<file path="config.mk">
export PLATFORM = sky130hd
export DESIGN_NAME = count_sequencer
export DESIGN_NICKNAME = d
export VERILOG_FILES = /design/src/rtl/count_sequencer.sv
export SDC_FILE = /design/constraint.sdc
export NUM_CORES = 1
export LEC_CHECK = 0
export CAP_MARGIN = 30
export CORE_UTILIZATION = 48
export CTS_CLUSTER_SIZE = 25
export DETAILED_ROUTE_END_ITERATION = 12
export PLACE_DENSITY = 0.86
export SLEW_MARGIN = 20
export SYNTH_ARGS = -nofsm -noshare
export SYNTH_HDL_FRONTEND = slang
export SYNTH_SLANG_ARGS = --single-unit
</file>
<file path="constraint.sdc">
create_clock -name clk -period 2.35 [get_ports clk]
set_clock_uncertainty 0.2 [all_clocks]
set_input_delay 0.705 -clock clk [delete_from_list [all_inputs] [get_ports clk]]
set_output_delay 0.705 -clock clk [all_outputs]
set_load 0.01 [all_outputs]
</file>
<file path="src/rtl/count_sequencer.sv">
// count_sequencer: runs a 4-bit loadable up/down counter from a start to a stop value,
// stepping every (div+1) clocks, then pulses done_o.
// Optional feature macro: COUNT_SEQ_REPEAT_EN (when defined, a latched repeat request
// reruns the same command after every done_o pulse until abort_i).
module count_sequencer #(
  parameter int DIV_W = 8
) (
  input  logic             clk,
  input  logic             resetn,
  input  logic             cmd_valid_i,
  output logic             cmd_ready_o,
  input  logic [3:0]       cmd_start_i,
  input  logic [3:0]       cmd_stop_i,
  input  logic             cmd_dir_i,
  input  logic [DIV_W-1:0] cmd_div_i,
  input  logic             cmd_repeat_i,
  input  logic             abort_i,
  output logic             cnt_load_o,
  output logic [3:0]       cnt_data_o,
  output logic             cnt_en_o,
  output logic             cnt_mode_o,
  input  logic [3:0]       cnt_q_i,
  output logic             busy_o,
  output logic             done_o
);
  typedef enum logic [1:0] {IDLE, LOAD, RUN, DONE} state_t;
  state_t           state_q, state_d;
  logic [3:0]       start_q, start_d, stop_q, stop_d;
  logic             dir_q, dir_d, rep_q, rep_d;
  logic [DIV_W-1:0] div_q, div_d, div_cnt_q, div_cnt_d;
  logic             at_stop, rerun;
`ifdef COUNT_SEQ_REPEAT_EN
  assign rerun = rep_q;
`else
  logic rep_unused;
  assign rerun = 1'b0;
  assign rep_unused = rep_q;
`endif
  // state, latched command fields and divider counter
  always_ff @(posedge clk or negedge resetn) begin
    if (!resetn) begin
      state_q   <= IDLE;
      start_q   <= '0;
      stop_q    <= '0;
      dir_q     <= 1'b0;
      rep_q     <= 1'b0;
      div_q     <= '0;
      div_cnt_q <= '0;
    end else begin
      state_q   <= state_d;
      start_q   <= start_d;
      stop_q    <= stop_d;
      dir_q     <= dir_d;
      rep_q     <= rep_d;
      div_q     <= div_d;
      div_cnt_q <= div_cnt_d;
    end
  end
  // next state and counter-facing outputs; abort overrides everything outside IDLE
  always_comb begin
    state_d     = state_q;
    start_d     = start_q;
    stop_d      = stop_q;
    dir_d       = dir_q;
    rep_d       = rep_q;
    div_d       = div_q;
    div_cnt_d   = div_cnt_q;
    at_stop     = cnt_q_i == stop_q;
    cmd_ready_o = state_q == IDLE;
    busy_o      = state_q != IDLE;
    cnt_data_o  = start_q;
    cnt_mode_o  = dir_q;
    cnt_load_o  = state_q == LOAD && !abort_i;
    cnt_en_o    = state_q == RUN && !at_stop && div_cnt_q == div_q && !abort_i;
    done_o      = state_q == DONE && !abort_i;
    case (state_q)
      IDLE: if (cmd_valid_i) begin
        start_d = cmd_start_i;
        stop_d  = cmd_stop_i;
        dir_d   = cmd_dir_i;
        rep_d   = cmd_repeat_i;
        div_d   = cmd_div_i;
        state_d = LOAD;
      end
      LOAD: begin
        div_cnt_d = '0;
        state_d   = RUN;
      end
      RUN: if (at_stop) state_d = DONE;
           else div_cnt_d = div_cnt_q == div_q ? '0 : div_cnt_q + DIV_W'(1);
      default: state_d = rerun ? LOAD : IDLE;
    endcase
    if (abort_i && state_q != IDLE) state_d = IDLE;
  end
endmodule

</file>
==> impl_results.md, run 1 <==
* Count of buffer and inverter cells on the critical path at 2
* Gp weighted congestion at 0.875
* Total via count after detailed routing at 1,196
* Max-cap violations at 0
* Worst hold path stage count at 1
* DRC violations left at 0
* Proportion of synthesized flip-flops having asynchronous set or reset at 1.00
* Aggregate global routing overflow at 0
* Class of the tightest hold or removal check: reg2reg
* Clock Tree Buf Depth at 2
* Area growth from synthesis to final layout at 45.5%
* Quantity of I/O buffers inserted on ports at 34
* Die ar. at 3150 um2
* Starting DRC count in detailed routing at 49
* Final Max Tran Viols at 0
* Antenna violation net count after detailed routing at 0
* Number of enable flip-flop cells after synthesis at 0
* Required arrival time at the worst endpoint at 1.44 ns
* TritonCTS clock tree: done
* Layout Nets at 213
* Maximum number of pins on one net before global-route repair at 28
* Yosys warnings at 0
* Total detailed-routing wirelength at 3330 um
* Period utilisation layout at 1.11
* Transition at the pin with the smallest max-transition slack at 0.563 ns
* Die width at 56.1 um
* Worst reg-to-reg path cell count at 6
* I/O pin count at 36
* Number of distinct library cells after synthesis at 24
* Kind of critical path: in2out
* Area of the core at 2760 um2
* Fmax at 0.383 GHz
* Diodes inserted at 0
* Clock latency reported for the late side of the worst-skew pair at 0.33 ns
* DPL Wire Length at 2470 um
* Via count of the first global-routing pass at 1,264
* Worst setup SP type: input port
* Result of the run: finished with violations
* Post-synth net total at 149
* Flip-flop cell with the highest count after synthesis: sky130_fd_sc_hd__dfrtp_1
* Number of vias per cell at 5.64
* Fraction of layout cells with a size suffix above 1 at 0.420
* Total global routing track utilization at 0.236
* Crit path time final at 2.61 ns
* Final Worst Setup Slack at -0.264 ns
* WHS at 0.327 ns
* Number of instances in the synthesized netlist at 118
* Iteration count of the initial detailed-routing pass at 4
* Commonest cells after routing, fill and taps aside: 26 x sky130_fd_sc_hd__dfrtp_1, 25 x sky130_fd_sc_hd__buf_4, 24 x sky130_fd_sc_hd__clkdlybuf4s50_1
* Critical Path AT at 1.71 ns
* Sequential share of the synthesized area at 0.480
* Max transition margin at 0.625
* Clock Sink Count at 27
* Power density over the cells at 1110 nW/um2
* Chip Height at 56.1 um
* Total number of H-tree levels at 1
* Clock-pin slew of the registers on the worst-case setup and hold paths at 0.15 ns
* Initial antenna violation count at 0
* Commonest non-fill, non-tap cell in the layout: sky130_fd_sc_hd__dfrtp_1
* Leakage dissipation at 0.912 nW
* Row count at 19
* Delay contributed by the slowest stage of the critical path at 0.46 ns
* Failing checks: negative setup slack
* Final setup TNS at -0.264 ns
* Critical path depth in cells at 6
* Final setup violation count at 1
* Number of buffers added to fix hold violations after cts at 0
* Dominant delay contributor by cell family on the critical path: compound AO/OA/AOI/OAI gates
* Initial Utilization at 0.510
* Synthesized area per cell at 11.9 um2
* Post-Synthesis Cell Area at 1410 um2
* Unrepaired setup endpoints after global routing: true
* Element type at the critical path end: output port
* First-pass GRT wire length at 5760 um
* Total of flip-flops plus latches after synthesis at 27
* Root buffer cell: sky130_fd_sc_hd__clkbuf_4
* Critical Path Fanout Max at 2
* Average routed wire per standard cell at 15.7 um
* Flop2flop setup slack at 0.29 ns
* Cells traversed along the worst timing path: buf_6, xor2_4, o41a_1, nand3_2, nor2_2, buf_2
* CTS buffer count at 3
* Final Hold Fails at 0
* CP max stage cell: sky130_fd_sc_hd__o41a_1
* Worst voltage drop across the vdd grid at 1.01 mV
[cells by family (layout without fill, tap and decap cells)]
family	after synthesis	in the layout	share of synthesized area
AND/OR/NAND/NOR	25	25	0.105
multiplexers	18	18	0.144
buffers and inverters	5	68	0.0142
adder cells (fa/ha/maj)	5	5	0.0445
XOR/XNOR	12	12	0.0747
AO/OA/AOI/OAI	26	26	0.137
flip-flops	27	27	0.480
[synth_stat cells (2+ instances only)]
cell type | n | area (um2)
sky130_fd_sc_hd__ha_1 | 5 | 62.6
sky130_fd_sc_hd__o21ai_0 | 10 | 50.1
sky130_fd_sc_hd__mux2_2 | 18 | 203
sky130_fd_sc_hd__xor2_1 | 12 | 105
sky130_fd_sc_hd__a21oi_1 | 4 | 20.0
sky130_fd_sc_hd__inv_1 | 4 | 15.0
sky130_fd_sc_hd__dfrtp_1 | 27 | 676
sky130_fd_sc_hd__nor4_2 | 2 | 25.0
sky130_fd_sc_hd__nor2b_1 | 3 | 18.8
sky130_fd_sc_hd__nand2b_1 | 3 | 18.8
sky130_fd_sc_hd__a22o_2 | 7 | 70.1
sky130_fd_sc_hd__nand2_1 | 5 | 18.8
sky130_fd_sc_hd__nand3_1 | 3 | 15.0
sky130_fd_sc_hd__nor2_1 | 2 | 7.51
sky130_fd_sc_hd__or2_2 | 2 | 12.5
sky130_fd_sc_hd__or3_1 | 3 | 18.8
[cell type report]
| class | instances | area, um2 |
|---|---|---|
| inverter | 4 | 17.5 |
| timing repair buffer | 60 | 517 |
| clock inverter | 1 | 7.51 |
| clock buffer | 3 | 22.5 |
| tap | 31 | 38.8 |
| sequential | 27 | 677 |
| fill | 196 | 712 |
| multi-input combinational | 86 | 766 |
[path summary, 6_finish.rpt]
path | endpoint | from
setup / recovery | cnt_en_o | cnt_q_i[0]
hold / removal | cnt_mode_o | cnt_mode_o
setup reg to reg | div_cnt_q[7] | stop_q[0]
hold reg to reg | cnt_mode_o | cnt_mode_o
max in group asynchronous | stop_q[0] | resetn
min in group asynchronous | div_q[5] | resetn
[sequential cells by signal (all words and copies together) (netlist names)]
name and flops:
div_cnt_q 8, cnt_mode_o 1, cnt_data_o 4, state_q 2
stop_q 4, div_q 8
[repair_timing]
action	in CTS	in global routing
setup buffers	3	0
gates resized for setup	35	4
hold endpoints to repair	0	0
endpoints found under the setup margin	5	5
pin swaps	9	2
[layer usage]
metal | vias up | track usage | routed length (um)
met5 | - | 0 | 0
met4 | 0 | 0.0523 | 45
met3 | 10 | 0.0721 | 242
met2 | 52 | 0.425 | 1800
met1 | 584 | 0.274 | 1240
li1 | 550 | - | -
[where the power goes]
group | internal [mW] | switching (mW) | leakage [nW]
combinational | 0.706 | 0.566 | 0.565
sequential | 0.658 | 0.133 | 0.332
clock | 0.0651 | 0.142 | 0.0139
[through the flow]
step,total power [mW],utilization,setup WS (ns),cells,instance area [um2]
global placement,1.93,0.723,-0.974,205,1990
CTS,2.26,0.744,-0.259,212,2050
detailed placement,2.00,0.723,-1.01,205,1990
finish,2.27,0.742,-0.264,212,2050
global route,2.43,0.742,-0.388,212,2050
floorplan,1.44,-,-0.0506,118,1440
Power figures use the tool's default switching activity.
==> inputs of run 2 (changes only) <==
CORE_ASPECT_RATIO = 1.25   (was unset)
==> run 2 against run 1 <==
  * The run still ends with negative setup slack left
  * Design area rose by 1.2%
  * Setup slack got worse by 0.020 ns
  * Via count down 3.0%
  * Clock power up 2%
  * Fmax fell by 0.77%
  * Register-to-register slack is essentially flat
  * Critical path depth shrank 1
  * Cell count rose by 2.4%
  * Hold slack gained 0.013 ns
  * Sequential cell count is the same
  * Sequential share of layout area fell by 0.40 points
==> impl_results.md, run 2 (same netlist as run 1, synthesis figures left out) <==
* Result of the run: finished with violations
* Failing checks: negative setup slack
* Commonest non-fill, non-tap cell in the layout: sky130_fd_sc_hd__buf_4
* Max transition margin at 0.657
* Total detailed-routing wirelength at 3580 um
* Element type at the critical path end: output port
* Total via count after detailed routing at 1,160
* Critical Path Fanout Max at 2
* Class of the tightest hold or removal check: reg2reg
* Chip Height at 62.5 um
* Critical Path AT at 1.73 ns
* Worst Hold Path EP: cnt_data_o[2]
* Number of vias per cell at 5.35
* Sequential group share of total power at 0.345
* DRC violations left at 0
* Max-cap violations at 0
* Worst hold path stage count at 1
* Iteration count of the initial detailed-routing pass at 4
* Global-route met3 utilization at 0.0268
* Largest registers: div_cnt_q x8, div_q x8
* Worst setup SP type: register
* Initial Utilization at 0.515
* Die ar. at 3150 um2
* Required arrival time at the worst endpoint at 1.44 ns
* Unrepaired setup endpoints after global routing: true
* Row count at 21
* Aggregate global routing overflow at 0
* Average routed wire per standard cell at 16.5 um
* Met2 routing resource usage after global routing at 0.440
* Clock Tree Buf Depth at 2
* Commonest cells after routing, fill and taps aside: 27 x sky130_fd_sc_hd__buf_4, 26 x sky130_fd_sc_hd__dfrtp_1, 24 x sky130_fd_sc_hd__clkdlybuf4s50_1
* Leakage dissipation at 0.922 nW
* TritonCTS clock tree: done
* Final Max Tran Viols at 0
* Global routing's busiest layer: met2
* Root buffer cell: sky130_fd_sc_hd__clkbuf_4
* Transition at the pin with the smallest max-transition slack at 0.515 ns
* Gp weighted congestion at 0.803
* Fmax at 0.380 GHz
* Internal cell power at 1.45 mW
* Number of buffers added to fix hold violations after cts at 0
* First-pass GRT wire length at 5550 um
* Net Switching at 876 uW
* Clock network fraction of total power at 0.091
* Area growth from synthesis to final layout at 47.2%
* Starting DRC count in detailed routing at 38
* Diodes inserted at 0
* Final Hold Fails at 0
* Worst voltage drop across the vdd grid at 0.766 mV
* Relative contribution of combinational cells to total power at 0.564
* Clock Sink Count at 27
* Die width at 50.4 um
* Kind of critical path: reg2out
* Final Worst Setup Slack at -0.284 ns
* Flop2flop setup slack at 0.29 ns
* Worst reg-to-reg path cell count at 6
* Layout Nets at 215
* Via count of the first global-routing pass at 1,190
* Total global routing track utilization at 0.238
* Switching share of power at 0.376
* Maximum number of pins on one net before global-route repair at 28
* Power density over the cells at 1120 nW/um2
* R2r startpoint: stop_q[0]
* CTS buffer count at 3
* End-of-flow core utilization at 0.758
* Total number of H-tree levels at 1
* Area of the core at 2730 um2
* Antenna violation net count after detailed routing at 0
* Clock-pin slew of the registers on the worst-case setup and hold paths at 0.16 ns
* Initial antenna violation count at 0
* I/O pin count at 36
* Destination of the worst register-to-register timing path: div_cnt_q[0]
* Period utilisation layout at 1.12
* Post-layout instance area at 2070 um2
* GR met1 Demand/Resource at 0.281
* Crit path time final at 2.63 ns
* Final setup violation count at 1
* DPL Wire Length at 2510 um
* Fraction of layout cells with a size suffix above 1 at 0.421
* Cell area after placement at 2010 um2
* Start point of the worst hold path: cnt_data_o[2]
* Quantity of I/O buffers inserted on ports at 34
* Clock latency reported for the late side of the worst-skew pair at 0.34 ns
-- run 2: cell type report --
class	count	area, um2
Timing Repair Buffer	62	537
Clock inverter	1	7.51
Multi-Input combinational cell	86	769
Inverter	4	15.0
Fill cell	190	662
Clock buffer	3	22.5
Tap cell	34	42.5
Sequential cell	27	677
-- run 2: power by group through the flow --
| stage | sequential, mW | combinational [mW] | clock [mW] |
|---|---|---|---|
| floorplan | 0.813 | 0.631 | 0 |
| finish | 0.803 | 1.31 | 0.211 |
| global route | 0.818 | 1.40 | 0.241 |
| CTS | 0.795 | 1.26 | 0.214 |
| detailed placement | 0.802 | 1.22 | 0 |
| global placement | 0.788 | 1.16 | 0 |
-- run 2: metrics by stage --
| stage | cells | hold WS (ns) | setup slack [ns] | power (mW) | setup TNS [ns] |
|---|---|---|---|---|---|
| CTS | 216 | 0.339 | -0.239 | 2.27 | -0.239 |
| detailed placement | 210 | 0.301 | -0.978 | 2.02 | -4.73 |
| finish | 217 | 0.340 | -0.284 | 2.33 | -0.284 |
| global route | 217 | 0.350 | -0.376 | 2.46 | -0.377 |
| global placement | 210 | 0.291 | -0.949 | 1.95 | -4.13 |
| floorplan | 118 | 0.209 | -0.0506 | 1.44 | -0.0506 |
-- run 2: worst max path at each step --
stage,start,endpoint,depth (start not counted)
2_1_floorplan,cnt_q_i[0],cnt_en_o,4
3_3_place_gp,cnt_q_i[0],cnt_en_o,6
3_5_place_dp,cnt_q_i[0],cnt_en_o,6
4_1_cts,cnt_q_i[0],cnt_en_o,6
5_1_grt,div_cnt_q[0],cnt_en_o,5
6_report,div_cnt_q[0],cnt_en_o,5
-- run 2: routing by layer --
| layer | wire (um) | vias up |
|---|---|---|
| li1 | - | 556 |
| met1 | 1360 | 571 |
| met2 | 2060 | 28 |
| met3 | 92 | 5 |
| met4 | 65 | 0 |
| met5 | 0 | - |
-- run 2: critical path, stage by stage (launching register included) --
cell and delay [ns]:
sky130_fd_sc_hd__dfrtp_1 0.45, sky130_fd_sc_hd__xor2_1 0.18, sky130_fd_sc_hd__nor4_2 0.42, sky130_fd_sc_hd__nand3_2 0.13
sky130_fd_sc_hd__nor2_2 0.08, sky130_fd_sc_hd__buf_2 0.13
-- run 2: what timing repair did --
action	in CTS	in global routing
gates cloned	0	0
pin swaps	6	2
setup endpoints to repair	5	5
setup buffers	2	1
gates resized for setup	33	6
==> inputs of run 3 (changes only) <==
CORE_UTILIZATION = 50   (was 48)
CTS_BUF_LIST = sky130_fd_sc_hd__clkbuf_4 sky130_fd_sc_hd__clkbuf_8   (was unset)
GPL_TIMING_DRIVEN = 0   (was unset)
HOLD_SLACK_MARGIN = 0.08   (was unset)
PLACE_DENSITY = 0.88   (was 0.86)
==> run 3 against run 2 <==
  * The run still ends with negative setup slack left
  * Combinational power down 8%
  * Sequential cell count did not move
  * Routed wire length decreased by 4.0%
  * First-iteration DRC count rose by 68%
  * Critical path depth rose by 1
  * Sequential power up 0.9%
  * Sequential share of layout area rose by 0.97 points
  * Largest cell class unchanged
==> impl_results.md, run 3 (same netlist as run 1, synthesis figures left out) <==
* Crit path time final at 2.63 ns
* Via count of the first global-routing pass at 1,125
* Worst reg-to-reg path cell count at 5
* Leakage dissipation at 0.867 nW
* First-pass GRT wire length at 5030 um
* Worst setup SP type: input port
* Result of the run: finished with violations
* End-of-flow core utilization at 0.756
* Total detailed-routing wirelength at 3440 um
* Clock-pin slew of the registers on the worst-case setup and hold paths at 0.15 ns
* Max transition margin at 0.563
* Dpl ws at -1.14 ns
* Destination of the worst register-to-register timing path: div_cnt_q[0]
* Delay contributed by the slowest stage of the critical path at 0.46 ns
* Initial Utilization at 0.525
* Worst voltage drop across the vdd grid at 0.731 mV
* Commonest non-fill, non-tap cell in the layout: sky130_fd_sc_hd__clkdlybuf4s50_1
* Class of the tightest hold or removal check: in2async
* Unrepaired setup endpoints after global routing: true
* Cells traversed along the worst timing path: buf_8, xor2_4, o41a_1, nand3_2, nor2_2, buf_2
* Instance count after placement with tap cells included at 186
* Power density over the cells at 1100 nW/um2
* Area of the core at 2680 um2
* Area growth from synthesis to final layout at 44.0%
* Critical Path AT at 1.73 ns
* Max-cap violations at 0
* Required arrival time at the worst endpoint at 1.44 ns
* Average routed wire per standard cell at 16.6 um
* Critical Path Fanout Max at 2
* Row count at 21
* Fmax at 0.380 GHz
* Largest registers: div_cnt_q x8, div_q x8
* Overall power after layout at 2.22 mW
* DRC violations left at 0
* Gp weighted congestion at 0.830
* Final std cells w/o fill at 207
* Starting DRC count in detailed routing at 64
* Maximum number of pins on one net before global-route repair at 28
* Number of buffers added to fix hold violations after cts at 0
* Layout Nets at 205
* Final setup TNS at -0.281 ns
* Chip Height at 61.3 um
* Final Max Tran Viols at 0
* Diodes inserted at 0
* CP max stage cell: sky130_fd_sc_hd__o41a_1
* I/O pin count at 36
* Flop2flop setup slack at 0.22 ns
* Number of vias per cell at 5.73
* DPL Wire Length at 2140 um
* Iteration count of the initial detailed-routing pass at 4
* Root buffer cell: sky130_fd_sc_hd__clkbuf_4
* Antenna violation net count after detailed routing at 0
* TritonCTS clock tree: done
* Post-layout instance area at 2030 um2
* Final Hold Fails at 0
* Period utilisation layout at 1.12
* Total via count after detailed routing at 1,186
* Critical path depth in cells at 6
* Die width at 49.4 um
* Total global routing track utilization at 0.225
* Fill count at 167
* Fraction of layout cells with a size suffix above 1 at 0.445
* R2r startpoint: stop_q[2]
* Clock Tree Buf Depth at 2
* Failing checks: negative setup slack
* Kind of critical path: in2out
* Cell area after placement at 1810 um2
* Transition at the pin with the smallest max-transition slack at 0.647 ns
* Quantity of I/O buffers inserted on ports at 34
* Commonest cells after routing, fill and taps aside: 23 x sky130_fd_sc_hd__clkdlybuf4s50_1, 22 x sky130_fd_sc_hd__dfrtp_1, 18 x sky130_fd_sc_hd__mux2_2
* Die ar. at 3030 um2
* Final Worst Setup Slack at -0.281 ns
* WHS at 0.162 ns
* Clock Sink Count at 27
* Dominant delay contributor by cell family on the critical path: compound AO/OA/AOI/OAI gates
* Total number of H-tree levels at 1
* CTS buffer count at 3
* Initial antenna violation count at 0
* Aggregate global routing overflow at 0
* Launch point of the worst path: cnt_q_i[0]
* Final setup violation count at 1
* Count of buffer and inverter cells on the critical path at 2
* Clock latency reported for the late side of the worst-skew pair at 0.32 ns
* Element type at the critical path end: output port
==> run 3: cell count changes in the layout (fill, tap and decap cells not counted), moves of 2 or more <==
cell	before	now
sky130_fd_sc_hd__buf_4	27	16
sky130_fd_sc_hd__clkdlybuf4s15_1	2	0
sky130_fd_sc_hd__dlygate4sd2_1	1	3
sky130_fd_sc_hd__xor2_2	1	4
sky130_fd_sc_hd__dfrtp_2	1	5
sky130_fd_sc_hd__dfrtp_1	26	22
sky130_fd_sc_hd__buf_6	0	2
sky130_fd_sc_hd__xor2_1	10	7
==> run 3: repair_timing <==
item	4_1_cts	5_1_grt
setup buffers	11	7
gates resized for setup	41	9
cloned	0	0
pin swaps	9	7
endpoints found under the setup margin	6	5
==> run 3: power by group <==
group	switching, mW	leakage, nW	internal, mW
logic	0.546	0.523	0.653
clock network	0.136	0.0184	0.0779
registers	0.151	0.326	0.658
total	0.833	0.867	1.39
==> run 3: worst max path at each step <==
stage                    end  slack (ns)
global route        cnt_en_o       -0.33
floorplan           cnt_en_o       -0.05
CTS                 cnt_en_o       -0.27
detailed placement  cnt_en_o       -1.14
finish              cnt_en_o       -0.28
global placement    cnt_en_o       -1.11
==> run 3: cell type report <==
cell class	count	area, um2	share of cell area
inverter	4	15.0	0.00741
sequential	27	682	0.337
buffer	1	5.00	0.00247
clock buffer	4	30.0	0.0148
tap	34	42.5	0.0210
timing repair buffer	51	450	0.222
multi-input combinational	86	801	0.395
==> run 3: per-layer routing <==
| metal | vias up | part of all wire | global-route usage |
|---|---|---|---|
| met5 | - | 0 | 0 |
| met4 | 0 | 0.021 | 0.0980 |
| met3 | 16 | 0.049 | 0.0444 |
| met2 | 63 | 0.55 | 0.411 |
| met1 | 573 | 0.38 | 0.261 |
| li1 | 534 | - | - |
